--- src/rtl/alu_pkg.sv ---
// Shared ALU control codes, RISC-V funct3 values and the issue-entry layout
// used by the issue queue and its FIFO.
package alu_pkg;

  localparam int TAG_W = 3;

  localparam logic [3:0] ALU_ADD  = 4'b0000;
  localparam logic [3:0] ALU_SUB  = 4'b0001;
  localparam logic [3:0] ALU_OR   = 4'b0010;
  localparam logic [3:0] ALU_AND  = 4'b0011;
  localparam logic [3:0] ALU_XOR  = 4'b0100;
  localparam logic [3:0] ALU_SLL  = 4'b0101;
  localparam logic [3:0] ALU_SRL  = 4'b0110;
  localparam logic [3:0] ALU_SLT  = 4'b0111;
  localparam logic [3:0] ALU_SLTU = 4'b1000;

  localparam logic [2:0] F3_ADD  = 3'b000;
  localparam logic [2:0] F3_SLL  = 3'b001;
  localparam logic [2:0] F3_SLT  = 3'b010;
  localparam logic [2:0] F3_SLTU = 3'b011;
  localparam logic [2:0] F3_XOR  = 3'b100;
  localparam logic [2:0] F3_SR   = 3'b101;
  localparam logic [2:0] F3_OR   = 3'b110;
  localparam logic [2:0] F3_AND  = 3'b111;

  typedef struct packed {
    logic [31:0] a;
    logic [31:0] b;
    logic [3:0]  ctrl;
  } issue_t;

  localparam int ISSUE_W = $bits(issue_t);

  function automatic logic [3:0] f3_to_ctrl(input logic [2:0] f3, input logic sub);
    logic [3:0] code;
    case (f3)
      F3_ADD:  code = sub ? ALU_SUB : ALU_ADD;
      F3_SLL:  code = ALU_SLL;
      F3_SLT:  code = ALU_SLT;
      F3_SLTU: code = ALU_SLTU;
      F3_XOR:  code = ALU_XOR;
      F3_SR:   code = ALU_SRL;
      F3_OR:   code = ALU_OR;
      default: code = ALU_AND;
    endcase
    return code;
  endfunction

endpackage

--- src/rtl/alu_issue_fifo.sv ---
// Synchronous FIFO holding decoded ALU operations; head entry is always
// presented on rdata_o, push is ignored when full and pop when empty.
module alu_issue_fifo #(
  parameter int DEPTH = 4,
  parameter int WIDTH = 68,
  localparam int AW = $clog2(DEPTH)
) (
  input  logic             clk,
  input  logic             reset,
  input  logic             push_i,
  input  logic             pop_i,
  input  logic [WIDTH-1:0] wdata_i,
  output logic [WIDTH-1:0] rdata_o,
  output logic             full_o,
  output logic [AW:0]      count_o
);

  logic [WIDTH-1:0] mem_q [DEPTH];
  logic [AW-1:0]    wr_ptr_q;
  logic [AW-1:0]    rd_ptr_q;
  logic [AW:0]      count_q;
  logic             do_push;
  logic             do_pop;

  assign full_o  = (count_q == (AW+1)'(DEPTH));
  assign count_o = count_q;
  assign rdata_o = mem_q[rd_ptr_q];
  assign do_push = push_i & ~full_o;
  assign do_pop  = pop_i & (count_q != '0);

  // Pointers wrap naturally because DEPTH is a power of two.
  always_ff @(posedge clk or posedge reset) begin
    if (reset) begin
      wr_ptr_q <= '0;
      rd_ptr_q <= '0;
      count_q  <= '0;
    end else begin
      if (do_push) wr_ptr_q <= wr_ptr_q + AW'(1);
      if (do_pop)  rd_ptr_q <= rd_ptr_q + AW'(1);
      case ({do_push, do_pop})
        2'b10:   count_q <= count_q + (AW+1)'(1);
        2'b01:   count_q <= count_q - (AW+1)'(1);
        default: count_q <= count_q;
      endcase
    end
  end

  always_ff @(posedge clk) begin
    if (do_push) mem_q[wr_ptr_q] <= wdata_i;
  end

endmodule

--- src/rtl/alu_issue_queue.sv ---
// ALU issue queue: decodes funct3/funct7 requests, buffers them, and issues
// one tagged operation per cycle with a matching delayed result tag.
module alu_issue_queue
  import alu_pkg::*;
#(
  parameter int DEPTH   = 4,
  parameter int ALU_LAT = 1
) (
  input  logic             clk,
  input  logic             reset,
  input  logic             in_valid,
  output logic             in_ready,
  input  logic [2:0]       in_funct3,
  input  logic             in_funct7b5,
  input  logic             in_is_imm,
  input  logic [31:0]      in_rs1,
  input  logic [31:0]      in_rs2,
  input  logic [31:0]      in_imm,
  input  logic             stall,
  output logic [31:0]      alu_A,
  output logic [31:0]      alu_B,
  output logic [3:0]       alu_ctrl,
  output logic             alu_valid,
  output logic [TAG_W-1:0] alu_tag,
  output logic             res_valid,
  output logic [TAG_W-1:0] res_tag,
  output logic             illegal
);

  localparam int CW = $clog2(DEPTH) + 1;

  logic             dec_legal;
  logic             dec_sub;
  logic             dec_shift;
  issue_t           dec_entry;
  issue_t           head;
  logic [ISSUE_W-1:0] head_raw;
  logic             fifo_full;
  logic [CW-1:0]    fifo_count;
  logic             accept;
  logic             push;
  logic             pop;

  logic [31:0]      alu_a_q;
  logic [31:0]      alu_b_q;
  logic [3:0]       alu_ctrl_q;
  logic             alu_valid_q;
  logic [TAG_W-1:0] alu_tag_q;
  logic [TAG_W-1:0] cnt_q;
  logic [TAG_W-1:0] cnt_d;
  logic             illegal_q;
  logic [ALU_LAT-1:0] res_v_q;
  logic [TAG_W-1:0] res_tag_q [ALU_LAT];

  always_comb begin
    dec_sub   = in_funct7b5 & ~in_is_imm & (in_funct3 == F3_ADD);
    dec_shift = (in_funct3 == F3_SLL) || (in_funct3 == F3_SR);
    dec_legal = 1'b1;
    // Arithmetic right shift is rejected; bit 30 on other R-types is reserved.
    if (in_funct7b5 && (in_funct3 == F3_SR)) dec_legal = 1'b0;
    if (!in_is_imm && in_funct7b5 && (in_funct3 != F3_ADD) && (in_funct3 != F3_SR))
      dec_legal = 1'b0;
    dec_entry.a    = in_rs1;
    dec_entry.ctrl = f3_to_ctrl(in_funct3, dec_sub);
    if (!in_is_imm)     dec_entry.b = in_rs2;
    else if (dec_shift) dec_entry.b = {27'b0, in_imm[4:0]};
    else                dec_entry.b = in_imm;
  end

  assign in_ready = ~fifo_full;
  assign accept   = in_valid & in_ready;
  assign push     = accept & dec_legal;
  assign pop      = (fifo_count != '0) & ~stall;
  assign head     = issue_t'(head_raw);
  assign cnt_d    = cnt_q + TAG_W'(1);

  alu_issue_fifo #(
    .DEPTH (DEPTH),
    .WIDTH (ISSUE_W)
  ) u_fifo (
    .clk     (clk),
    .reset   (reset),
    .push_i  (push),
    .pop_i   (pop),
    .wdata_i (dec_entry),
    .rdata_o (head_raw),
    .full_o  (fifo_full),
    .count_o (fifo_count)
  );

  always_ff @(posedge clk or posedge reset) begin
    if (reset) begin
      alu_a_q     <= '0;
      alu_b_q     <= '0;
      alu_ctrl_q  <= '0;
      alu_valid_q <= 1'b0;
      alu_tag_q   <= '0;
      cnt_q       <= '0;
      illegal_q   <= 1'b0;
    end else begin
      illegal_q   <= accept & ~dec_legal;
      alu_valid_q <= pop;
      if (pop) begin
        alu_a_q    <= head.a;
        alu_b_q    <= head.b;
        alu_ctrl_q <= head.ctrl;
        alu_tag_q  <= cnt_q;
        cnt_q      <= cnt_d;
      end
    end
  end

  // Result-tag pipe tracks the ALU latency and is never held by stall.
  always_ff @(posedge clk or posedge reset) begin
    if (reset) begin
      res_v_q <= '0;
      for (int i = 0; i < ALU_LAT; i++) res_tag_q[i] <= '0;
    end else begin
      res_v_q[0]   <= alu_valid_q;
      res_tag_q[0] <= alu_tag_q;
      for (int i = 1; i < ALU_LAT; i++) begin
        res_v_q[i]   <= res_v_q[i-1];
        res_tag_q[i] <= res_tag_q[i-1];
      end
    end
  end

  assign alu_A     = alu_a_q;
  assign alu_B     = alu_b_q;
  assign alu_ctrl  = alu_ctrl_q;
  assign alu_valid = alu_valid_q;
  assign alu_tag   = alu_tag_q;
  assign res_valid = res_v_q[ALU_LAT-1];
  assign res_tag   = res_tag_q[ALU_LAT-1];
  assign illegal   = illegal_q;

endmodule

--- config.mk ---
export PLATFORM = sky130hd
export DESIGN_NAME = alu_issue_queue
export DESIGN_NICKNAME = d
export VERILOG_FILES = /design/src/rtl/alu_pkg.sv /design/src/rtl/alu_issue_fifo.sv /design/src/rtl/alu_issue_queue.sv
export SDC_FILE = /design/constraint.sdc
export NUM_CORES = 1
export LEC_CHECK = 0
export ABC_AREA = 1
export ABC_CLOCK_PERIOD_IN_PS = 6750
export CAP_MARGIN = 20
export CORE_MARGIN = 3
export CORE_UTILIZATION = 40
export DETAILED_ROUTE_END_ITERATION = 10
export PLACE_DENSITY = 0.58
export RECOVER_POWER = 100
export SYNTH_ARGS = -nofsm -noshare
export SYNTH_HDL_FRONTEND = slang
export SYNTH_HIERARCHICAL = 1
export SYNTH_SLANG_ARGS = --single-unit
--- constraint.sdc ---
create_clock -name clk -period 6.75 [get_ports clk]
set_clock_uncertainty 0.05 [all_clocks]
set_input_delay 2.025 -clock clk [delete_from_list [all_inputs] [get_ports clk]]
set_output_delay 2.025 -clock clk [all_outputs]
set_load 0.05 [all_outputs]
* Word level (Yosys, flattened, before mapping) *
Memory sizes are Yosys's and may differ from the RTL's. A register that Yosys moved wholly into a read port is not among the register bits.
Index checks and enable logic that the tools add are counted.
Widths: inputs -> output; s select.

word-level totals
  register bits = 19
  bits in latches = 0
  RAM bits = 272
  bits in read-only memories = 0
  input bits = 105
  output and inout bits = 78
  word-level logic and storage cells = 56
  memories = 1

cells by class
  add/sub/neg operators = 5
  $mul = 0
  div/mod/pow operators = 0
  $lt $le $gt $ge = 0
  equal/unequal tests = 10
  shifts and indexed selects = 0
  muxes and demuxes = 9
  bitwise operators = 12
  reduce and logical (&&, ||, !) cells = 10

memory list
  name          words  bits a word  rd ports  clocked after Yosys merged registers in  write ports  RTL line              source
  u_fifo.mem_q  4      68           1         1                                        1            alu_issue_fifo.sv:18  logic [WIDTH-1:0] mem_q [DEPTH];

operator list
  operator             number
  $mux 32              2
  $pmux 4 s7           1
  $eq 3x3->1 const B   4
  $and 1x1->1          8
  $add 3x1->3 const B  2
  $eq 3x2->1 const B   2
  $pmux 3 s2           1
  $reduce_bool 3->1    2
  $mux 1               5
  $add 2x1->2 const B  2
  $logic_and 1x1->1    4
  $not 1->1            4
  $eq 3x1->1 const B   1
  $logic_not 3->1      1
  $ne 3x3->1 const B   1
  $sub 3x1->3 const B  1
  $eq 2x1->1 const B   1
  $eq 2x2->1 const B   1
  $reduce_bool 2->1    1
  $logic_not 1->1      1
  $logic_or 1x1->1     1

* Longest topological paths before layout *
Gate-level depths: netlist of run 1.

  word-level depth = 9
  mapped depth = 16
  mapped depth without buffers = 15

* Modules after synthesis *
Netlist of run 1, hierarchy kept.

by module, submodules not included
  module           instances  cells an instance  area each (µm²)  sequential area each (µm²)
  alu_issue_fifo   1          855                11,415.9         8,343.0
  alu_issue_queue  1          468                3,723.6          2,001.9

* Least setup slack after synthesis of run 1 *
Ideal clock, no wire load.

  path kind = input-to-reg
  from = input in_is_imm
  to = memory u_fifo.mem_q[0][0] (enable)
  setup time = 0.495 ns
  arrival = 5.493 ns
  data required time = 6.205 ns
  setup slack = 0.712 ns
  stages on the path = 7
  path buffers = 1
  path through = buf_2 -> nor2_1 -> nand2_1 -> nand2_1 -> nor2_1 -> nand2_1 -> nor2_1

between the ends
  cells in the longest elaborated chain, start to end = 9

RTL lines
  what                             RTL line               source
  start, declared                  alu_issue_queue.sv:15  input logic in_is_imm,
  $logic_not 1->1                  n/a
  $logic_and 1x1->1 (3 in series)  alu_issue_queue.sv:61  if (!in_is_imm && in_funct7b5 && (in_funct3 != F3_ADD) && (in_funct3 != F3_SR))
  $mux 1                           alu_issue_queue.sv:61
  $and 1x1->1                      alu_issue_queue.sv:72  assign push = accept & dec_legal;
  named net push                   alu_issue_queue.sv:41  logic push;
  $and 1x1->1                      alu_issue_fifo.sv:28   assign do_push = push_i & ~full_o;
  $mux 1                           alu_issue_fifo.sv:49   if (do_push) mem_q[wr_ptr_q] <= wdata_i;
  $mux 1 (not written as such)     alu_issue_fifo.sv:49
  end, declared                    alu_issue_fifo.sv:18

The timed path passes the listed nets, and every way through them passes these cells.

==> results of run 1 <==
-- worst reg2reg max path: cells and delay by family (launching register included) --
family / cells / cell delay (ns)
simple gates: 5 / 0.88
flops: 1 / 0.40
buf+inv: 4 / 1.52
-- power groups by stage --
stage	clock network, W	registers [W]	logic (W)
3_3_place_gp	0	0.00325	0.00309
4_1_cts	0.00206	0.00322	0.00314
6_report	0.00200	0.00320	0.00300
5_1_grt	0.00216	0.00327	0.00331
3_5_place_dp	0	0.00326	0.00313
2_1_floorplan	0	0.00392	0.00163
-- metrics by stage --
step	hold slack, ns	utilization	area (um2)	setup WS [ns]
after detailed placement	0.345	0.464	17100	1.61
final	0.345	0.495	18300	1.37
after CTS	0.357	0.497	18400	2.15
after global placement	0.340	0.463	17100	1.64
after floorplan	0.404	-	15100	0.712
after global routing	0.369	0.495	18300	1.22
-- layout make-up --
type	instances	area share
well taps	504	0.0345
clock buffers	60	0.0622
flip-flops and latches	359	0.566
multi-input cells	719	0.193
clock inverters	11	0.00403
diodes	1	0.000137
repair buffers	195	0.106
inverters	167	0.0349
-- layout by cell type (no fill, tap or decap), types with 4 or more instances in the layout --
cell type and count:
sky130_fd_sc_hd__o211ai_2 10, sky130_fd_sc_hd__clkinv_1 5, sky130_fd_sc_hd__dfrtp_1 86, sky130_fd_sc_hd__dlygate4sd3_1 115, sky130_fd_sc_hd__edfxtp_1 272, sky130_fd_sc_hd__clkbuf_16 41, sky130_fd_sc_hd__clkinv_2 5, sky130_fd_sc_hd__ha_1 6
sky130_fd_sc_hd__o211ai_1 126, sky130_fd_sc_hd__clkbuf_1 20, sky130_fd_sc_hd__clkdlybuf4s50_1 67, sky130_fd_sc_hd__inv_1 160, sky130_fd_sc_hd__nor2_1 5, sky130_fd_sc_hd__clkbuf_8 4, sky130_fd_sc_hd__nand3_1 109, sky130_fd_sc_hd__nand2_1 447
-- flip-flops by register name, summed over array words and instances (netlist names), 2 cells and up --
name             count
u_fifo/count_o       3
cnt_q                3
alu_ctrl             4
u_fifo/rd_ptr_q      2
alu_A               32
u_fifo/wr_ptr_q      2
alu_B               32
alu_tag              3
u_fifo/mem_q       272
res_tag              3
-- cells by family (layout without fill, tap and decap cells) --
| group | Yosys count | in the layout | share of synthesized area |
|---|---|---|---|
| other | 0 | 1 | 0 |
| adder cells (fa/ha/maj) | 7 | 7 | 0.00628 |
| buffers and inverters | 245 | 433 | 0.0852 |
| XOR/XNOR | 1 | 1 | 0.000579 |
| AO/OA/AOI/OAI | 140 | 140 | 0.0721 |
| AND/OR/NAND/NOR | 571 | 571 | 0.153 |
| flip-flops | 359 | 359 | 0.683 |
-- layer usage --
metal  vias up  share of wire  track usage
li1       4793              -            -
met1      4661           0.47        0.248
met2       267           0.46        0.274
met3        43          0.055       0.0337
met4         0          0.016       0.0381
met5         -              0            0
-- worst max-delay path by stage --
| stage | from | to | slack [ns] |
|---|---|---|---|
| 6_report | in_is_imm | u_fifo/mem_q[3][34] | 1.37 |
| 5_1_grt | in_is_imm | u_fifo/mem_q[3][11] | 1.22 |
| 4_1_cts | in_is_imm | u_fifo/mem_q[2][20] | 2.15 |
| 3_5_place_dp | in_is_imm | u_fifo/mem_q[2][28] | 1.61 |
| 3_3_place_gp | in_is_imm | u_fifo/mem_q[2][17] | 1.64 |
| 2_1_floorplan | in_is_imm | u_fifo/mem_q[0][0] | 0.71 |
==> results.ini, run 1 <==
[clock_network]
worst_skew_pair.late_latency_ns = 0.51
cts_post_setup_buffers_inserted = 0
holdBufCountCts = 0
clock_tree.buffer_depth = 3
ctsResizeCount = 0
cts_max_level = 2
clkSlewWorstSetupHoldPaths_ns = 0.06
cts_buffers = 39
cts_sinks = 359
cts_tree = built
clockRootBuffer = sky130_fd_sc_hd__clkbuf_16

[grt]
grt_pass1_wl_um = 55600
antenna_found_initial = 2
maximum_number_of_pins_on_one_net_before_global_route_repair = 186
global_route.overflow_total = 0
grt_use_total = 0.173
first_global_vias = 9776

[worst_setup_path]
setup.worst_path.class = primary input to flip-flop
critical_path.max_stage_delay_ns = 1.08
worstPathArrival_ns = 5.56
worst_path_max_fanout = 27
path_cells = dlygate4sd3_1, clkbuf_1, inv_1, clkbuf_1, nand2_1, nand2_1
crit-reg2reg-capture = u_fifo/mem_q[1][41]
critical_path.slowest_cell = sky130_fd_sc_hd__clkbuf_1
path_length_in_cells_of_the_critical_path = 6
crit_path_end_kind = flip-flop
rr_worst_depth = 9
cp_num_buf_inv = 4
r2r_start = u_fifo/count_o[0]
critPathTopFamily = buffers and inverters
critPathLaunchType = primary input
setup.reg_to_reg.worst_slack_ns = 3.45
critical_path_required_ns = 6.93

[hold_path]
worstHoldPathCells = 0
worst_hold_startpoint = alu_tag[2]
whs_endpoint = res_tag[2]
class_of_the_worst_hold_path = flip-flop to flip-flop

[power_and_ir_drop]
total_power_w = 0.00821
netSwitchingFraction = 0.392
power_density_nw_per_um2 = 449
share_clk_of_total_power = 0.244
power.combinational.fraction = 0.366
sequential_group_share_of_total_power = 0.390
total_switching_power_w = 0.00322
power.internal_w = 0.00499
max-vdd-ir-drop_v = 0.000253
static-leakage-power_nw = 7.71

[timing]
tmin_final_ns = 5.38
finalMaxSlewViolations = 60
number_of_endpoints_with_negative_hold_slack_in_the_final_report = 0
totalNegativeSetupSlack_ns = 0
timing.slew.headroom = -0.187
post-route-period-util = 0.797
setup_viol = 0
worst-slew-pin-transition_ns = 1.78
rsz_0062_raised_after_global_routing = false
achievable-frequency_mhz = 186

[synth]
synth-async-reset-ratio = 0.242
flip_flop_and_latch_count_after_synthesis = 359
ys_warn_count = 6
synth_ff_type = sky130_fd_sc_hd__edfxtp_1
synth_area_per_cell_um2 = 11.4
synth_area_leaders = sky130_fd_sc_hd__edfxtp_1 (54%), sky130_fd_sc_hd__dfrtp_1 (14%), sky130_fd_sc_hd__nand2_1 (11%)
synth_top_area_cell = sky130_fd_sc_hd__edfxtp_1
synth_top_area_frac = 0.540
count_of_flip_flops_with_a_built_in_enable_after_synthesis = 272
syn-cell-area_um2 = 15100
synth_commonest_cells = sky130_fd_sc_hd__nand2_1 (446), sky130_fd_sc_hd__edfxtp_1 (272), sky130_fd_sc_hd__inv_1 (162)
syn_nets = 1435
yosysSeqAreaShare = 0.683
synth_most_common_cell = sky130_fd_sc_hd__nand2_1
gate_count_post_synth = 1323
yosysUniqueCellTypes = 26

[route]
tritonroute_pass_1_iters = 5
postRouteAntennaNets = 0
wirelength_um = 34800
drt_drc_violations_left = 0
ratio_of_routed_vias_to_standard_cells = 4.84
drt-wirelength-per-cell_um = 17.3
num_vias = 9764
first_iter_violations = 543

[outcome]
status = finished, violations left
violations = max-capacitance violations, max-slew violations

[cells_and_area]
num-fill-cells = 3366
final_nets = 1593
layout_cells_sized_above_1 = 0.0543
finish.cell_count_without_fillers = 2016
ff_latch_area_um2 = 10300
synthToLayoutAreaGrowth_pct = 20.9
multi_input_comb_area_um2 = 3530

[placed_design]
dp.cells = 1944
gp_congestion = 0.745
hpwl_um = 21000
port_buffers = 182

[floorplan]
initial_core_utilization = 0.410
die_width_um = 201
fp.dieH_um = 201
placement_rows = 70
design.portCount = 183
fp.dieArea_um2 = 40200
core_region_area_um2 = 37000

[run]
max_cap_viol_count = 2

No activity file was read; power rests on OpenSTA's default activity.
==> run 2: changes to the inputs <==
--- a/config.mk
+++ b/config.mk
@@ -6,12 +6,12 @@
 export NUM_CORES = 1
 export LEC_CHECK = 0
 export ABC_AREA = 1
-export ABC_CLOCK_PERIOD_IN_PS = 6750
+export ABC_CLOCK_PERIOD_IN_PS = 4600
 export CAP_MARGIN = 20
 export CORE_MARGIN = 3
 export CORE_UTILIZATION = 40
 export DETAILED_ROUTE_END_ITERATION = 10
-export PLACE_DENSITY = 0.58
+export PLACE_DENSITY = 0.6
 export RECOVER_POWER = 100
 export SYNTH_ARGS = -nofsm -noshare
 export SYNTH_HDL_FRONTEND = slang
==> constraint.sdc (replaced) <==
create_clock -name clk -period 4.6 [get_ports clk]
set_clock_uncertainty 0.05 [all_clocks]
set_input_delay 1.38 -clock clk [delete_from_list [all_inputs] [get_ports clk]]
set_output_delay 1.38 -clock clk [all_outputs]
set_load 0.05 [all_outputs]
==> run 2 against run 1 <==
Against the previous run:
- worst hold slack worse by 0.0017 ns
- the run still ends with max-capacitance violations, max-slew violations left
- non-clock buffer count is 5 higher
- critical path type unchanged
- cell count grew 0.30%
==> results.ini, run 2 (same netlist as run 1, synthesis figures left out) <==
[route]
drt_drc_violations_left = 0  ; unchanged
wirelength_um = 34200  ; -1.9%
tritonroute_pass_1_iters = 5  ; unchanged
num_vias = 9707  ; -0.58%
postRouteAntennaNets = 0  ; unchanged
ratio_of_routed_vias_to_standard_cells = 4.80  ; -0.88%
first_iter_violations = 525  ; -3.3%
drt-wirelength-per-cell_um = 16.9  ; -2.2%

[power_and_ir_drop]
netSwitchingFraction = 0.387  ; -0.00525
max-vdd-ir-drop_v = 0.000409  ; +62%
power.internal_w = 0.00752  ; +51%
total_switching_power_w = 0.00474  ; +47%
sequential_group_share_of_total_power = 0.383  ; -0.007
power.combinational.fraction = 0.358  ; -0.008
share_clk_of_total_power = 0.259  ; +0.015
static-leakage-power_nw = 7.78  ; +0.90%
power_density_nw_per_um2 = 665  ; +48%
total_power_w = 0.0123  ; +49%

[placed_design]
port_buffers = 182  ; unchanged
postPlaceCellArea_um2 = 17200  ; +0.20%
gp_congestion = 0.730  ; -2.1%
hpwl_um = 20300  ; -3.4%

[cells_and_area]
finish.utilization = 0.499  ; +0.00410
layout_cells_sized_above_1 = 0.0633  ; +0.00901
number_of_flip_flops_under_the_largest_register_name = 272  ; unchanged
final_cell_area_um2 = 18400  ; +0.83%
num-fill-cells = 3278  ; -2.6%
leading_cell_types_in_the_layout_fill_and_taps_excluded = sky130_fd_sc_hd__nand2_1 (447), sky130_fd_sc_hd__edfxtp_1 (272), sky130_fd_sc_hd__inv_1 (160)
final_nets = 1598  ; +0.31%
synthToLayoutAreaGrowth_pct = 21.9
most_common_cell_after_layout_fill_and_taps_aside = sky130_fd_sc_hd__nand2_1
registers.top_by_ff_count = u_fifo/mem_q

[timing]
worst-slew-pin-transition_ns = 1.77  ; -0.0107 ns
number_of_endpoints_with_negative_hold_slack_in_the_final_report = 0  ; unchanged
totalNegativeSetupSlack_ns = 0  ; unchanged
rsz_0062_raised_after_global_routing = false
finalMaxSlewViolations = 74  ; +23%
tmin_final_ns = 3.83
post-route-period-util = 0.833
timing.slew.headroom = -0.180  ; +0.00711
setup_viol = 0  ; unchanged
achievable-frequency_mhz = 261

[grt]
gr-usage-met2 = 0.274  ; about the same
first_global_vias = 9367  ; -4.2%
maximum_number_of_pins_on_one_net_before_global_route_repair = 193  ; +3.8%
grt_use_met3 = 0.0316  ; -0.00211
global_route.overflow_total = 0  ; unchanged
global_route.peak_usage_layer = met2
met1_usage = 0.233  ; -0.0155
grt_use_total = 0.167  ; -0.00571
antenna_found_initial = 7  ; +5
grt_pass1_wl_um = 53200  ; -4.3%

[hold_path]
class_of_the_worst_hold_path = flip-flop to flip-flop

[clock_network]
clockRootBuffer = sky130_fd_sc_hd__clkbuf_16
worst_skew_pair.late_latency_ns = 0.53  ; +0.02 ns
clock_tree.buffer_depth = 3  ; unchanged
cts_max_level = 2  ; unchanged
cts_tree = built
cts_buffers = 39  ; unchanged
ctsResizeCount = 0  ; unchanged
holdBufCountCts = 0  ; unchanged
cts_post_setup_buffers_inserted = 0  ; unchanged
cts_sinks = 359  ; unchanged
clkSlewWorstSetupHoldPaths_ns = 0.06  ; about the same

[outcome]
status = finished, violations left
violations = max-capacitance violations, max-slew violations

[floorplan]
fp.dieArea_um2 = 40200  ; unchanged
core_region_area_um2 = 37000  ; unchanged
placement_rows = 70  ; unchanged
design.portCount = 183  ; unchanged
fp.dieH_um = 201  ; unchanged
die_width_um = 201  ; unchanged
initial_core_utilization = 0.410  ; unchanged

[worst_setup_path]
critical_path_required_ns = 4.79  ; -2.14 ns
worstPathArrival_ns = 4.03  ; -1.53 ns
crit_path_end_kind = flip-flop
critPathLaunchType = primary input
setup.worst_path.class = primary input to flip-flop
worst_path_max_fanout = 32  ; +19%

[run]
max_cap_viol_count = 1  ; -1

run 2: cell types whose count changed in the layout (fill, tap and decap cells not counted), sizes merged:
cell,previous run,this run
inv,165,166
clkbuf,67,54
buf,6,8
clkinv,10,15
bufinv,1,6
clkinvlp,2,8
run 2: worst paths after layout:
kind | from | slack, ns | cells past startpoint | to
worst max-delay path | in_is_imm | 0.77 | 6 | u_fifo/mem_q[3][13]
worst min-delay path | alu_tag[1] | 0.34 | 0 | res_tag[1]
worst max register to register | u_fifo/count_o[1] | 1.86 | 9 | u_fifo/mem_q[2][6]
worst min register to register | alu_tag[1] | 0.34 | 0 | res_tag[1]
max in group asynchronous | reset | 0.95 | 3 | cnt_q[2]
min in group asynchronous | reset | 1.23 | 2 | u_fifo/wr_ptr_q[0]
run 2: final cells by class:
type	count	area, um2	share of cell area
Sequential cell	359	10300	0.561
Tap cell	504	631	0.0342
Multi-Input combinational cell	719	3520	0.191
Antenna cell	1	2.50	0.000136
Inverter	167	639	0.0347
Clock inverter	28	314	0.0170
Timing Repair Buffer	200	1980	0.107
Clock buffer	44	1020	0.0551
run 2: worst max-delay path, cell delays in order:
cell and delay, ns:
sky130_fd_sc_hd__dlygate4sd3_1 0.72, sky130_fd_sc_hd__clkbuf_2 0.69, sky130_fd_sc_hd__inv_1 0.48, sky130_fd_sc_hd__clkbuf_2 0.48, sky130_fd_sc_hd__nand2_1 0.15, sky130_fd_sc_hd__nand2_1 0.11
run 2: stage by stage:
| step | cells | setup WS [ns] | hold WS (ns) |
|---|---|---|---|
| floorplan | 1323 | -0.793 | 0.404 |
| global placement | 1948 | 0.603 | 0.338 |
| detailed placement | 1948 | 0.552 | 0.339 |
| CTS | 2020 | 1.05 | 0.356 |
| global route | 2021 | 0.472 | 0.363 |
| finish | 2022 | 0.769 | 0.343 |
run 2: routing by layer:
| layer | share of wire | vias up |
|---|---|---|
| li1 | - | 4804 |
| met1 | 0.46 | 4608 |
| met2 | 0.47 | 237 |
| met3 | 0.054 | 54 |
| met4 | 0.018 | 4 |
| met5 | 0.00067 | - |
run 2: power by group through the flow:
stage                     clock network (W)  logic, W  registers (W)
after floorplan                           0   0.00240        0.00575
after global placement                    0   0.00455        0.00476
after detailed placement                  0   0.00461        0.00477
after CTS                           0.00326   0.00462        0.00471
after global routing                0.00340   0.00484        0.00477
final                               0.00318   0.00439        0.00469
==> run 3: changes to the inputs <==
--- a/config.mk
+++ b/config.mk
@@ -6,12 +6,12 @@
 export NUM_CORES = 1
 export LEC_CHECK = 0
 export ABC_AREA = 1
-export ABC_CLOCK_PERIOD_IN_PS = 4600
+export ABC_CLOCK_PERIOD_IN_PS = 3800
 export CAP_MARGIN = 20
 export CORE_MARGIN = 3
 export CORE_UTILIZATION = 40
 export DETAILED_ROUTE_END_ITERATION = 10
-export PLACE_DENSITY = 0.6
+export PLACE_DENSITY = 0.58
 export RECOVER_POWER = 100
 export SYNTH_ARGS = -nofsm -noshare
 export SYNTH_HDL_FRONTEND = slang
==> constraint.sdc (replaced) <==
create_clock -name clk -period 3.8 [get_ports clk]
set_clock_uncertainty 0.05 [all_clocks]
set_input_delay 1.14 -clock clk [delete_from_list [all_inputs] [get_ports clk]]
set_output_delay 1.14 -clock clk [all_outputs]
set_load 0.05 [all_outputs]
==> run 3 against run 2 <==
Against the previous run:
- the flow still finishes with violations (max-capacitance violations, max-slew violations)
- first-iteration DRC count grew 8.8%
- worst hold slack lost 0.018 ns
- worst setup slack lost 0.44 ns
==> results.ini, run 3 (same netlist as run 1, synthesis figures left out) <==
[outcome]
status = finished, violations left
violations = max-capacitance violations, max-slew violations

[cells_and_area]
registers.top_by_ff_count = u_fifo/mem_q
final_cell_area_um2 = 18400  ; -0.43%
synthToLayoutAreaGrowth_pct = 21.3
layout_cells_sized_above_1 = 0.0611  ; -0.00214
final_nets = 1603  ; +0.31%
number_of_flip_flops_under_the_largest_register_name = 272  ; unchanged
most_common_cell_after_layout_fill_and_taps_aside = sky130_fd_sc_hd__nand2_1
num-fill-cells = 3321  ; +1.3%
antenna_cells = 0  ; -1
leading_cell_types_in_the_layout_fill_and_taps_excluded = sky130_fd_sc_hd__nand2_1 (447), sky130_fd_sc_hd__edfxtp_1 (272), sky130_fd_sc_hd__inv_1 (160)

[clock_network]
cts_tree = built
cts_post_setup_buffers_inserted = 0  ; unchanged
holdBufCountCts = 0  ; unchanged
cts_max_level = 2  ; unchanged
cts_buffers = 39  ; unchanged
ctsResizeCount = 0  ; unchanged
cts_sinks = 359  ; unchanged
clock_tree.buffer_depth = 3  ; unchanged
clockRootBuffer = sky130_fd_sc_hd__clkbuf_16
clkSlewWorstSetupHoldPaths_ns = 0.06  ; about the same
worst_skew_pair.late_latency_ns = 0.51  ; -0.02 ns

[timing]
number_of_endpoints_with_negative_hold_slack_in_the_final_report = 0  ; unchanged
finalMaxSlewViolations = 183  ; +150%
tmin_final_ns = 3.47
worst-slew-pin-transition_ns = 1.78  ; +0.0108 ns
rsz_0062_raised_after_global_routing = false
timing.slew.headroom = -0.187  ; -0.00723
worst_hold_slack_ns = 0.325  ; -0.0183 ns
totalNegativeSetupSlack_ns = 0  ; unchanged
setup_ws_ns = 0.328  ; -0.441 ns
achievable-frequency_mhz = 288
setup_viol = 0  ; unchanged
post-route-period-util = 0.914

[hold_path]
class_of_the_worst_hold_path = flip-flop to flip-flop

[grt]
met1_usage = 0.253  ; +0.0205
grt_use_total = 0.173  ; +0.00652
global_route.peak_usage_layer = met2
antenna_found_initial = 0  ; -7
grt_pass1_wl_um = 55300  ; +3.9%
grt_use_met3 = 0.0272  ; -0.00438
first_global_vias = 9652  ; +3.0%
gr-usage-met2 = 0.276  ; +0.00171
global_route.overflow_total = 0  ; unchanged
maximum_number_of_pins_on_one_net_before_global_route_repair = 160  ; -17%

[floorplan]
die_width_um = 201  ; unchanged
placement_rows = 70  ; unchanged
core_region_area_um2 = 37000  ; unchanged
design.portCount = 183  ; unchanged
initial_core_utilization = 0.410  ; unchanged
fp.dieH_um = 201  ; unchanged
fp.dieArea_um2 = 40200  ; unchanged

[power_and_ir_drop]
power.internal_w = 0.00889  ; +18%
max-vdd-ir-drop_v = 0.000567  ; +39%
static-leakage-power_nw = 7.77  ; -0.21%
share_clk_of_total_power = 0.243  ; -0.016
power.combinational.fraction = 0.378  ; +0.020
sequential_group_share_of_total_power = 0.379  ; -0.004
total_switching_power_w = 0.00572  ; +20%
power_density_nw_per_um2 = 795  ; +20%
netSwitchingFraction = 0.391  ; +0.00448

[route]
num_vias = 9698  ; -0.093%
drt-wirelength-per-cell_um = 17.3  ; +2.2%
ratio_of_routed_vias_to_standard_cells = 4.79  ; -0.24%
drt_drc_violations_left = 0  ; unchanged
postRouteAntennaNets = 0  ; unchanged
wirelength_um = 35000  ; +2.3%
first_iter_violations = 571  ; +8.8%
tritonroute_pass_1_iters = 5  ; unchanged

[worst_setup_path]
critical_path.slowest_cell = sky130_fd_sc_hd__dlygate4sd3_1
worst_path_max_fanout = 4  ; -88%
crit_path_end_kind = output port
crit_top_cell = sky130_fd_sc_hd__inv_1
critPathLaunchType = flip-flop
path_cells = inv_1, nand3_1, inv_1, inv_1, dlygate4sd3_1
cp_num_buf_inv = 4  ; unchanged
critical_path_required_ns = 2.61  ; -2.18 ns
setup.worst_path.class = flip-flop to output port
critical_path.max_stage_delay_ns = 0.87  ; +0.15 ns
critPathTopFamily = buffers and inverters
worstPathArrival_ns = 2.28  ; -1.75 ns

[placed_design]
postPlaceCellArea_um2 = 17300  ; +0.48%
gp_congestion = 0.802  ; +10%
port_buffers = 182  ; unchanged
worst_setup_slack_after_placement_ns = 0.329  ; -0.223 ns
hpwl_um = 21300  ; +5.3%

[run]
max_cap_viol_count = 3  ; +2

## run 3: cell count changes in the layout (fill, tap and decap cells not counted), moves of 2 or more
cell,previous run,this run
sky130_fd_sc_hd__clkbuf_4,1,4
sky130_fd_sc_hd__clkbuf_1,7,18
sky130_fd_sc_hd__clkbuf_2,6,4
sky130_fd_sc_hd__clkinv_1,8,5
sky130_fd_sc_hd__bufinv_16,6,1
sky130_fd_sc_hd__buf_4,4,7
sky130_fd_sc_hd__clkbuf_8,0,3
sky130_fd_sc_hd__clkinvlp_4,6,0
## run 3: stage by stage
| stage | util | total power, W | cells |
|---|---|---|---|
| floorplan | - | 0.00985 | 1323 |
| global route | 0.497 | 0.0156 | 2025 |
| global placement | 0.467 | 0.0114 | 1954 |
| detailed placement | 0.467 | 0.0114 | 1954 |
| CTS | 0.500 | 0.0150 | 2025 |
| finish | 0.497 | 0.0146 | 2025 |
## run 3: layout make-up
type	instances	area [um2]	share of cell area
clock buffer	58	1120	0.0610
clock inverter	13	87.6	0.00477
inverter	167	639	0.0348
multi-input combinational	719	3520	0.192
sequential	359	10300	0.563
tap	504	631	0.0343
timing repair buffer	205	2020	0.110
## run 3: power by group through the flow
stage | logic [W] | clock network, W | registers [W]
after global placement | 0.00574 | 0 | 0.00563
after global routing | 0.00609 | 0.00383 | 0.00564
after detailed placement | 0.00579 | 0 | 0.00564
after floorplan | 0.00291 | 0 | 0.00694
final | 0.00551 | 0.00355 | 0.00554
after CTS | 0.00580 | 0.00365 | 0.00557
## run 3: layer usage
| metal | wire, um | vias to the layer above |
|---|---|---|
| li1 | - | 4804 |
| met1 | 16600 | 4576 |
| met2 | 15900 | 265 |
| met3 | 1790 | 53 |
| met4 | 701 | 0 |
| met5 | 0 | - |
## run 3: final timing paths
| check | start | endpoint | slack (ns) | cells past startpoint |
|---|---|---|---|---|
| max | u_fifo/count_o[0] | in_ready | 0.33 | 5 |
| min | alu_valid | res_valid | 0.33 | 0 |
| max reg2reg | u_fifo/count_o[0] | u_fifo/mem_q[3][7] | 0.91 | 10 |
| min reg2reg | alu_valid | res_valid | 0.33 | 0 |
| max in group asynchronous | reset | alu_B[8] | 0.66 | 3 |
| min in group asynchronous | reset | u_fifo/count_o[2] | 1.07 | 2 |
